===== config.mk =====
export PLATFORM = sky130hd
export DESIGN_NAME = fetch_unit
export DESIGN_NICKNAME = d
export VERILOG_FILES = /design/src/rtl/fetch_unit.sv
export SDC_FILE = /design/constraint.sdc
export NUM_CORES = 1
export LEC_CHECK = 0
export BUFFER_PORTS_ARGS = -buffer_cell sky130_fd_sc_hd__buf_4
export CORE_UTILIZATION = 43
export CTS_CLUSTER_DIAMETER = 60
export DETAILED_ROUTE_END_ITERATION = 8
export HOLD_SLACK_MARGIN = 0.03
export PLACE_DENSITY = 0.73
export SYNTH_ARGS = -nofsm -noshare
export SYNTH_HDL_FRONTEND = slang
export SYNTH_SLANG_ARGS = --single-unit

===== constraint.sdc =====
create_clock -name clk -period 1.4 [get_ports clk]
set_input_delay 0 -clock clk [delete_from_list [all_inputs] [get_ports clk]]
set_output_delay 0 -clock clk [all_outputs]
set_load 0.01 [all_outputs]

===== src/rtl/fetch_unit.sv =====
// Instruction fetch stage: holds the PC, fetches one byte per request from
// instruction memory, and presents the decoded fields to the decode/execute side.
module fetch_unit #(
  parameter int ADDR_W   = 8,
  parameter int INSTR_W  = 8,
  parameter int OP       = 4,
  parameter int RESET_PC = 0
) (
  input  logic              clk,
  input  logic              rst_n,
  output logic              imem_req,
  output logic [ADDR_W-1:0] imem_addr,
  input  logic [INSTR_W-1:0] imem_rdata,
  input  logic              imem_valid,
  output logic              instr_valid,
  output logic [OP-1:0]     op,
  output logic [1:0]        ra,
  output logic [1:0]        rb,
  output logic [ADDR_W-1:0] instr_pc,
  input  logic              ex_ready,
  input  logic              redirect,
  input  logic [ADDR_W-1:0] redirect_pc,
  input  logic              halt
);

  // state | meaning
  // IDLE  | not fetching; leaves once halt is low
  // FETCH | request outstanding at fetch_pc, waiting for imem_valid
  // ISSUE | instruction register valid, waiting for ex_ready
  typedef enum logic [1:0] {
    IDLE  = 2'd0,
    FETCH = 2'd1,
    ISSUE = 2'd2
  } state_t;

  state_t             state;
  logic [ADDR_W-1:0]  fetch_pc;
  logic [INSTR_W-1:0] ir;

  always_ff @(posedge clk or negedge rst_n) begin
    if (!rst_n) begin
      state    <= IDLE;
      fetch_pc <= ADDR_W'(RESET_PC);
      instr_pc <= '0;
      ir       <= '0;
    end else begin
      case (state)
        IDLE: begin
          if (!halt) state <= FETCH;
        end
        FETCH: begin
          if (imem_valid) begin
            ir       <= imem_rdata;
            instr_pc <= fetch_pc;
            fetch_pc <= fetch_pc + 1'b1;
            state    <= ISSUE;
          end
        end
        ISSUE: begin
          if (ex_ready) begin
            // A redirect still lands in fetch_pc when halting, so fetch resumes there.
            if (redirect) fetch_pc <= redirect_pc;
            state <= halt ? IDLE : FETCH;
          end
        end
        default: state <= IDLE;
      endcase
    end
  end

  assign imem_req    = (state == FETCH);
  assign instr_valid = (state == ISSUE);
  assign imem_addr   = fetch_pc;
  assign op          = ir[INSTR_W-1 -: OP];
  assign ra          = ir[3:2];
  assign rb          = ir[1:0];

endmodule

Word level (Yosys, flattened, before mapping). Index checks and enable logic that the tools add are counted.

Register bits after elaboration: 26. Output and inout bits: 26.

Add/subtract/negate cells: 1. Equal/unequal tests: 6. Multiplexer cells: 9. Reductions and logical operators: 5.

Operators by type and width (number): two-way mux 8 bit (3); case mux 8 bit (2 select lines) (1); adder 8 x 1 -> 8 bit, second input constant (1); two-way mux 2 bit (3); inequality test 2 x 1 -> 1 bit, second input constant (3); case mux 2 bit (3 select lines) (1); AND reduction 4 bit (1); AND reduction 3 bit (1); == test 2 x 1 -> 1 bit, second input constant (1); == test 2 bit, second input constant (1); zero test 2 bit (1); inequality test 2 bit, second input constant (1); AND reduction 2 bit (1); nonzero test 2 bit (1); two-way mux 1 bit (1).

Depth between registers and ports, before layout. Gate-level depths: netlist (run 1).

Depth in word-level cells: 3. Mapped depth: 5. Depth with buffers taken out: 4.

Worst setup path after synthesis (run 1). Ideal clock, no wire load.

Path type: reg2reg. From: register state[0]. To: register fetch_pc[7] (netlist: imem_addr[7]). Library setup time: 126 ps. Data arrival time: 1310 ps. Slack: -36 ps. Cell stages (with the launch flop): 6. Path buffers: 2. Clock period less this slack: 1436 ps. Cell sequence: dfrtp_1 buf_6 nand4b_4 and2_4 buf_6 a221o_1.

Cells in the longest elaborated chain, start to end: 3.

Ends and longest elaborated chain: start, declared (RTL line 36) `state_t state;`; start signal, assigned (RTL line 63) `state <= halt ? IDLE : FETCH;`; == test 2 bit / == test 2 x 1 -> 1 bit (equally long branches) (RTL line 47) `case (state)`; inequality test 2 x 1 -> 1 bit (no line) / nonzero test 2 bit (equally long branches); AND reduction 4 bit (no line); end signal, assigned (RTL line 43) `fetch_pc <= ADDR_W'(RESET_PC);`; end signal, assigned (RTL line 55) `fetch_pc <= fetch_pc + 1'b1;`; end signal, assigned (RTL line 62) `if (redirect) fetch_pc <= redirect_pc;`; end, declared (RTL line 37) `logic [ADDR_W-1:0] fetch_pc;`.

Parallel ways exist; a longest one is shown, timed or not. A chain may end at the register's enable or synchronous reset.

Final worst setup path (run 1).
From: register state[0]. To: register instr_pc[7].

Cells in the longest elaborated chain, start to end: 2.

Ends and longest elaborated chain: == test 2 x 1 -> 1 bit (RTL line 47); AND reduction 2 bit (no line); end signal, assigned (RTL line 54) `instr_pc <= fetch_pc;`; end, declared (RTL line 19) `output logic [ADDR_W-1:0] instr_pc,`.

Every way passes these cells.

==> results of run 1 <==
layout by cell type (no fill, tap or decap), types with 2 or more instances in the layout:
master	synthesis	final
dfrtp_1	26	25
nor3b_1	2	2
dlygate4sd3_1	0	15
nand2_1	4	4
nand3b_1	4	4
a22oi_1	3	3
nand3_1	6	6
mux2_2	15	15
buf_4	1	65
clkbuf_4	0	3
nand4_1	3	3
o211ai_1	4	4
o22a_1	2	2
inv_1	3	2
o21ai_0	4	4
o41a_1	2	2
tightest hold or removal path, cell delays in order:
cell      delay, ns
buf_4          0.11
nand3b_1       0.07
o41a_1         0.13
o211ai_1       0.08
logic make-up after synthesis:
family	Yosys count	share of synthesized area
adders and majority gates	1	0.00987
muxes	16	0.141
AOI/OAI and AO/OA	23	0.143
and+or+nand+nor	25	0.145
buffers and inverters	10	0.0474
DFF	26	0.513
what timing repair did:
action | 4_1_cts | 5_1_grt
pin swaps | 0 | 5
endpoints found under the setup margin | 5 | 4
resized for setup | 1 | 6
buffers inserted | 0 | 3
hold buffers | 15 | 0
hold endpoints to repair | 40 | 0
gates cloned | 0 | 0
cells in the mapped netlist (all sizes together) (2+ instances only):
library cell	number	area share
o22a	2	0.014
a22oi	3	0.018
nand3b	5	0.039
mux2	15	0.13
nor3b	2	0.012
dfrtp	26	0.51
inv	4	0.012
nand3	6	0.024
buf	6	0.036
o41a	2	0.018
o21ai	4	0.016
o211ai	4	0.024
nand4	3	0.015
nand2	4	0.012
state kept, by name, summed over array words and instances (netlist names):
register / cells
imem_addr: 8
instr_pc: 8
ir: 8
state: 2
per-layer routing:
metal	vias up	part of all wire	global-route usage
met1	573	0.42	0.274
met3	4	0.042	0.0346
met2	34	0.53	0.410
met4	0	0.0093	0.0697
met5	-	0	0
li1	545	-	-
metrics by stage:
| stage | cell area [um^2] | setup TNS [ns] | power [mW] |
|---|---|---|---|
| floorplan | 1270 | 0 | 2.33 |
| global placement | 1730 | 0 | 3.22 |
| detailed placement | 1730 | 0 | 3.26 |
| CTS | 1920 | 0 | 3.69 |
| global route | 1960 | -0.124 | 4.03 |
| finish | 1960 | 0 | 3.77 |
final cells by class:
class	count	area (um^2)
clock buffers	4	36.3
fillers	206	817
inverters	4	17.5
multi-input cells	65	571
flip-flops and latches	26	652
well taps	31	38.8
repair buffers	81	649
how the worst max path moves through the flow:
stage                     depth (start not counted)            to  slack, ns  startpoint
final                                             4   instr_pc[7]       0.02    state[0]
after global routing                              4  imem_addr[7]      -0.04    state[0]
after CTS                                         4  imem_addr[5]       0.02    state[0]
after detailed placement                          3   instr_pc[7]       0.02    state[1]
after global placement                            4  imem_addr[5]       0.07    state[1]
after floorplan                                   5  imem_addr[7]       0.01    state[0]
power breakdown:
group          internal [mW]  switching, mW  leakage, nW
Combinational           1.17          0.881        0.595
Sequential              1.08          0.253        0.290
Clock                  0.159          0.228       0.0210
Total                   2.41           1.36        0.906
==> results.txt, run 1 <==
In this run the critical register-to-register path is captured at instr_pc[7]. The required time of the worst setup path is 1.62 ns. The worst hold slack across all endpoints is 0.0849 ns. For flop-to-flop paths, the worst setup slack is 0.02 ns. The number of cells after detailed placement is 189.

The global-route wire length before repair came out at 5460 um. The die width is 56.3 um. The die covers 3170 um^2.

The main flop type after synthesis is dfrtp_1. The cell repeated most along the worst path is buf_4. The length of the first detailed-routing pass in iterations came out at 4. The clock tree buffer depth came out at 2. The ratio of routed vias to standard cells came out at 5.48.

The net count after synthesis came out at 124. The setup slack after layout came out at 0.0205 ns. Subtracting the final worst setup slack from the clock period gives 1.38 ns. The starting density of the core came out at 0.456. The arrival time of the worst setup path is 1.60 ns. The power per cell area came out at 1920 nW/um^2.

The critical path goes through buf_4 > nand3b_4 > buf_4 > mux2_2. The sum of routed wire length over all layers is 3330 um. The worst register-to-register path begins at state[0]. The clock transition time at the flip-flop clock pins of the worst setup and hold paths is 0.14 ns. TritonCTS built the clock tree. The largest single stage delay on the critical path is 0.47 ns. The relative max-transition margin is 0.775. The buffering stage count on the worst path with inverters included came out at 2. The worst register-to-register path has a depth of 4.

The worst hold path depth came out at 4. The kind of capture point of the worst setup path is a flop. By startpoint and endpoint, the worst setup path is classified as reg -> reg. The post-route clock period utilization came out at 0.985. The cell count after synthesis came out at 101. The number of violations of the max-capacitance limit is 0. The actual transition at the worst max-transition pin came out at 0.337 ns. The upper clock frequency limit is 725 MHz.

The initial antenna violation count was 0. The area growth from synthesis to layout is 55.0%. The number of antenna cells inserted is 0. The via count of the first global-routing pass came out at 1142. The tightest min-delay check is of the in -> reg type. The total of endpoints with negative setup slack in the final report came out at 0.

The number of buffers created by CTS is 3. The number of buffer cells added on primary ports is 47. The post-synthesis cell area came out at 1270 um^2. The number of vias in the routed layout came out at 1156. The H-tree depth is 1. The die is 56.3 um tall. Entering global routing, the biggest net connects 27 pins. Along the worst path, the maximum fanout reaches 7. Counting every sink on the clock net gives 26. The final hold violation count came out at 0. Once detail routing completed, the nets flagged for antenna violations numbered 0. The initial detailed-routing violation count is 21. The part of the Yosys area used for sequential elements came out at 0.513. The final count of pins violating max slew came out at 0.

The share of the core filled with cells is 0.706. The routed length per instance came out at 15.8 um. The final cell count without fillers is 211. The proportion of register bits with asynchronous set or reset after synthesis came out at 1.00. The number of nets in the final layout is 204. The tree is rooted in a clkbuf_4.

The register bit count reported by yosys came out at 26. The run finished with clean final reports. Across every metal layer, demand over resource in global routing totals 0.226.

Setup repair after global routing could not meet its margin everywhere. The worst hold path terminates at imem_addr[5]. Grouping stages by cell kind, the critical path spends the most delay in flip-flops. The floorplan row count is 19. In this run the most critical hold path is launched from redirect_pc[5]. The post-route clock skew came out at 0.00387 ns. In the routed design, unresolved DRC markers number 0. The slowest cell on the critical path is dfrtp_1. 48 I/O pins were placed. Of the cells placed in the final design, the portion with a size suffix greater than 1 is 0.522. The pre-CTS worst setup slack came out at 0.0222 ns. The placeable core region came out at 2780 um^2. Across the VDD grid, the largest voltage drop is 0.00151 V. The final RePlAce weighted congestion is 0.828.

The leftover overflow at the end of global routing came out at 0. The clock latency on the worst-skew pair is 0.32 ns. The number of warning messages in the yosys log is 0. The synthesized design contains 0 enable-type register cells.

The standby leakage power came out at 0.906 nW. The average cell area after synthesis is 12.5 um^2. Summed over all nets, the half-perimeter wirelength after detailed placement is 2330 um. The type of origin of the critical path is a flop.

The netlist uses 33 different library cells.
Power figures use the tool's default switching activity.
==> run 2, diff against run 1 <==
--- a/config.mk
+++ b/config.mk
@@ -11,6 +11,7 @@
 export DETAILED_ROUTE_END_ITERATION = 8
 export HOLD_SLACK_MARGIN = 0.03
 export PLACE_DENSITY = 0.73
+export RECOVER_POWER = 50
 export SYNTH_ARGS = -nofsm -noshare
 export SYNTH_HDL_FRONTEND = slang
 export SYNTH_SLANG_ARGS = --single-unit
==> results.txt, run 2 (synthesis gave the netlist of run 1 again) <==
The leftover overflow at the end of global routing came out at 0 (unchanged). The final count of pins violating max slew came out at 0 (unchanged). The launch point of the critical path is state[0] (unchanged). The fraction of power spent switching nets came to 0.371 (was 0.361). The length of the first detailed-routing pass in iterations came out at 4 (unchanged). The destination of the worst register-to-register timing path was instr_pc[7] (unchanged). Commonest non-fill, non-tap cells in the layout: buf_4 (55), dfrtp_1 (25), mux2_2 (15), dlygate4sd3_1 (15), clkbuf_1 (9) (was buf_4 (65), dfrtp_1 (25), mux2_2 (15), dlygate4sd3_1 (15), nand3_1 (6)). The slowest cell on the critical path is dfrtp_1 (unchanged). The final cell count without fillers came out at 211 (unchanged).

The type of origin of the critical path is a flop (unchanged). The buffering stage count on the worst path with inverters included is 2 (unchanged). The initial detailed-routing violation count was 20 (was 21). The most frequent standard cell in the layout excluding fill and tap cells is buf_4 (unchanged). The post-route clock skew is 0.00554 ns (was 0.00387 ns). The number of antenna cells inserted came to 0 (unchanged). The number of buffers created by CTS came out at 3 (unchanged). The required time of the worst setup path came out at 1.63 ns (was 1.62 ns). The CTS tree is yes (unchanged). The total of endpoints with negative setup slack in the final report is 0 (unchanged). The number of nets in the final layout came to 204 (unchanged). The placeable core region came out at 2780 um^2 (unchanged). The initial antenna violation count is 0 (unchanged). The origin of the worst min-delay path is redirect_pc[5] (unchanged). The upper clock frequency limit is 725 MHz (about the same). The post-route clock period utilization came out at 0.986 (was 0.985).

The final antenna-violating net count came out at 0 (unchanged). The kind of path behind the tightest hold check is in -> reg (unchanged). The number of violations of the max-capacitance limit is 0 (unchanged).

The relative contribution of sequential cells to total power is 0.362 (was 0.353). The maximum resistive drop on vdd is 0.00144 V (was 0.00151 V). The number of vias in the routed layout came out at 1146 (was 1156). The starting density of the core was 0.456 (unchanged). The standby leakage power was 0.873 nW (was 0.906 nW). The kind of capture point of the worst setup path is a flop (unchanged). The number of placed I/O pins came out at 48 (unchanged). The sum of routed wire length over all layers is 3340 um (was 3330 um). The die width came out at 56.3 um (unchanged). The global-route usage over all layers came to 0.226 (unchanged).

The floorplan row count was 19 (unchanged). The worst setup slack for register-to-register paths was 0.02 ns (about the same). The ratio of routed vias to standard cells is 5.43 (was 5.48).

The hold-critical path endpoint is imem_addr[5] (unchanged). Unrepaired setup endpoints after global routing: yes (unchanged). The layout overhead on the synthesized area came out at 52.1% (was 55.0%). The pre-CTS worst setup slack is 0.0222 ns (unchanged).

The delay of the slowest cell on the worst path came out at 0.47 ns (about the same). The dominant delay contributor by cell family on the critical path was flip-flops (unchanged). The clock power share is 0.106 (was 0.103). The startpoint of the worst register-to-register path is state[0] (unchanged). The proportion of layout cells with a drive suffix above 1 is 0.472 (was 0.522). The chip height is 56.3 um (unchanged). The power per cell area is 1900 nW/um^2 (was 1920 nW/um^2). The power share of the combinational group came to 0.531 (was 0.544). The setup slack after layout was 0.0201 ns (was 0.0205 ns).

The clock tree buffer depth came out at 2 (unchanged). The maximum number of pins on one net before global-route repair is 27 (unchanged). The layout filler cell count is 218 (was 206). The post-route cell area was 1930 um^2 (was 1960 um^2). The cell depth of the worst flop-to-flop path came out at 4 (unchanged). Cell-by-cell trace of the critical path: buf_4 > nand3b_4 > buf_4 > mux2_2 (unchanged). The half-perimeter wire length of the detailed placement result is 2330 um (unchanged).

The power after layout is 3.67 mW (was 3.77 mW). The total negative slack was 0 ns (unchanged). The reported net switching power came out at 1.36 mW (about the same). The classification of the worst setup path is reg -> reg (unchanged). The residual DRC count came out at 0 (unchanged). The routed length per instance came out at 15.8 um (about the same).

The actual transition at the worst max-transition pin is 0.653 ns (was 0.337 ns). The placed instance area came out at 1730 um^2 (unchanged). The relative max-transition margin came to 0.564 (was 0.775).

The largest fanout on the critical path came to 7 (unchanged). The clock transition time at the flip-flop clock pins of the worst setup and hold paths came out at 0.15 ns (was 0.14 ns). The H-tree depth was 1 (unchanged).

Result of the run: complete, no violations (unchanged). The number of cells after detailed placement is 189 (unchanged). The via count of the first global-routing pass came out at 1142 (unchanged). The arrival time of the worst setup path was 1.61 ns (was 1.60 ns).

The shortest period the worst path allows is 1.38 ns (about the same). The clock latency on the worst-skew pair came out at 0.32 ns (about the same). The number of buffer cells added on primary ports came out at 47 (unchanged).

The final hold violation count is 0 (unchanged). The clock root buffer was clkbuf_4 (unchanged). The final RePlAce weighted congestion was 0.828 (unchanged). The worst hold path depth came out at 4 (unchanged). The cell repeated most along the worst path is buf_4 (unchanged). The cell-internal power is 2.31 mW (was 2.41 mW). The TritonCTS sink count came out at 26 (unchanged).

The die outline area is 3170 um^2 (unchanged). The global-route wire length before repair came out at 5460 um (unchanged).
-- run 2: tightest hold or removal path, delay by kind of cell --
family / cells / cell delay, ns
compound gates: 2 / 0.21
buf+inv: 1 / 0.11
simple gates: 1 / 0.07
-- run 2: how the worst max path moves through the flow --
stage	endpoint	depth (start not counted)	slack [ns]
after CTS	imem_addr[5]	4	0.02
after detailed placement	instr_pc[7]	3	0.02
after floorplan	imem_addr[7]	5	0.01
final	instr_pc[7]	4	0.02
after global routing	imem_addr[7]	4	-0.04
after global placement	imem_addr[5]	4	0.07
-- run 2: layout make-up --
type / count / area [um^2] / share of cell area
Multi-Input combinational cell: 65 / 571 / 0.296
Tap cell: 31 / 38.8 / 0.0201
Clock buffer: 4 / 36.3 / 0.0188
Timing Repair Buffer: 81 / 613 / 0.318
Inverter: 4 / 17.5 / 0.00909
Sequential cell: 26 / 652 / 0.338
-- run 2: power groups by stage --
stage | Sequential (mW) | Clock [mW] | Combinational [mW]
floorplan | 1.47 | 0 | 0.859
global placement | 1.32 | 0 | 1.89
detailed placement | 1.34 | 0 | 1.92
CTS | 1.33 | 0.397 | 1.96
global route | 1.38 | 0.428 | 2.11
finish | 1.33 | 0.389 | 1.95
-- run 2: per-stage QoR --
stage	hold WS, ns	utilization
floorplan	-0.296	-
global placement	-0.0749	0.623
detailed placement	-0.0703	0.623
CTS	0.0777	0.691
global route	0.0702	0.693
finish	0.0826	0.693
-- run 2: repair_timing --
action,in CTS,in global routing
gates resized for setup,1,6
setup buffers,0,3
setup endpoints to repair,5,4
hold endpoints to repair,40,0
pin swaps,0,5
hold buffers,15,0
-- run 2: routing by layer --
layer  GRT usage  up-vias  wire, um
met1       0.274      564      1420
met5           0        -         0
met2       0.410       34      1750
li1            -      544         -
met4      0.0697        0        31
met3      0.0346        4       135
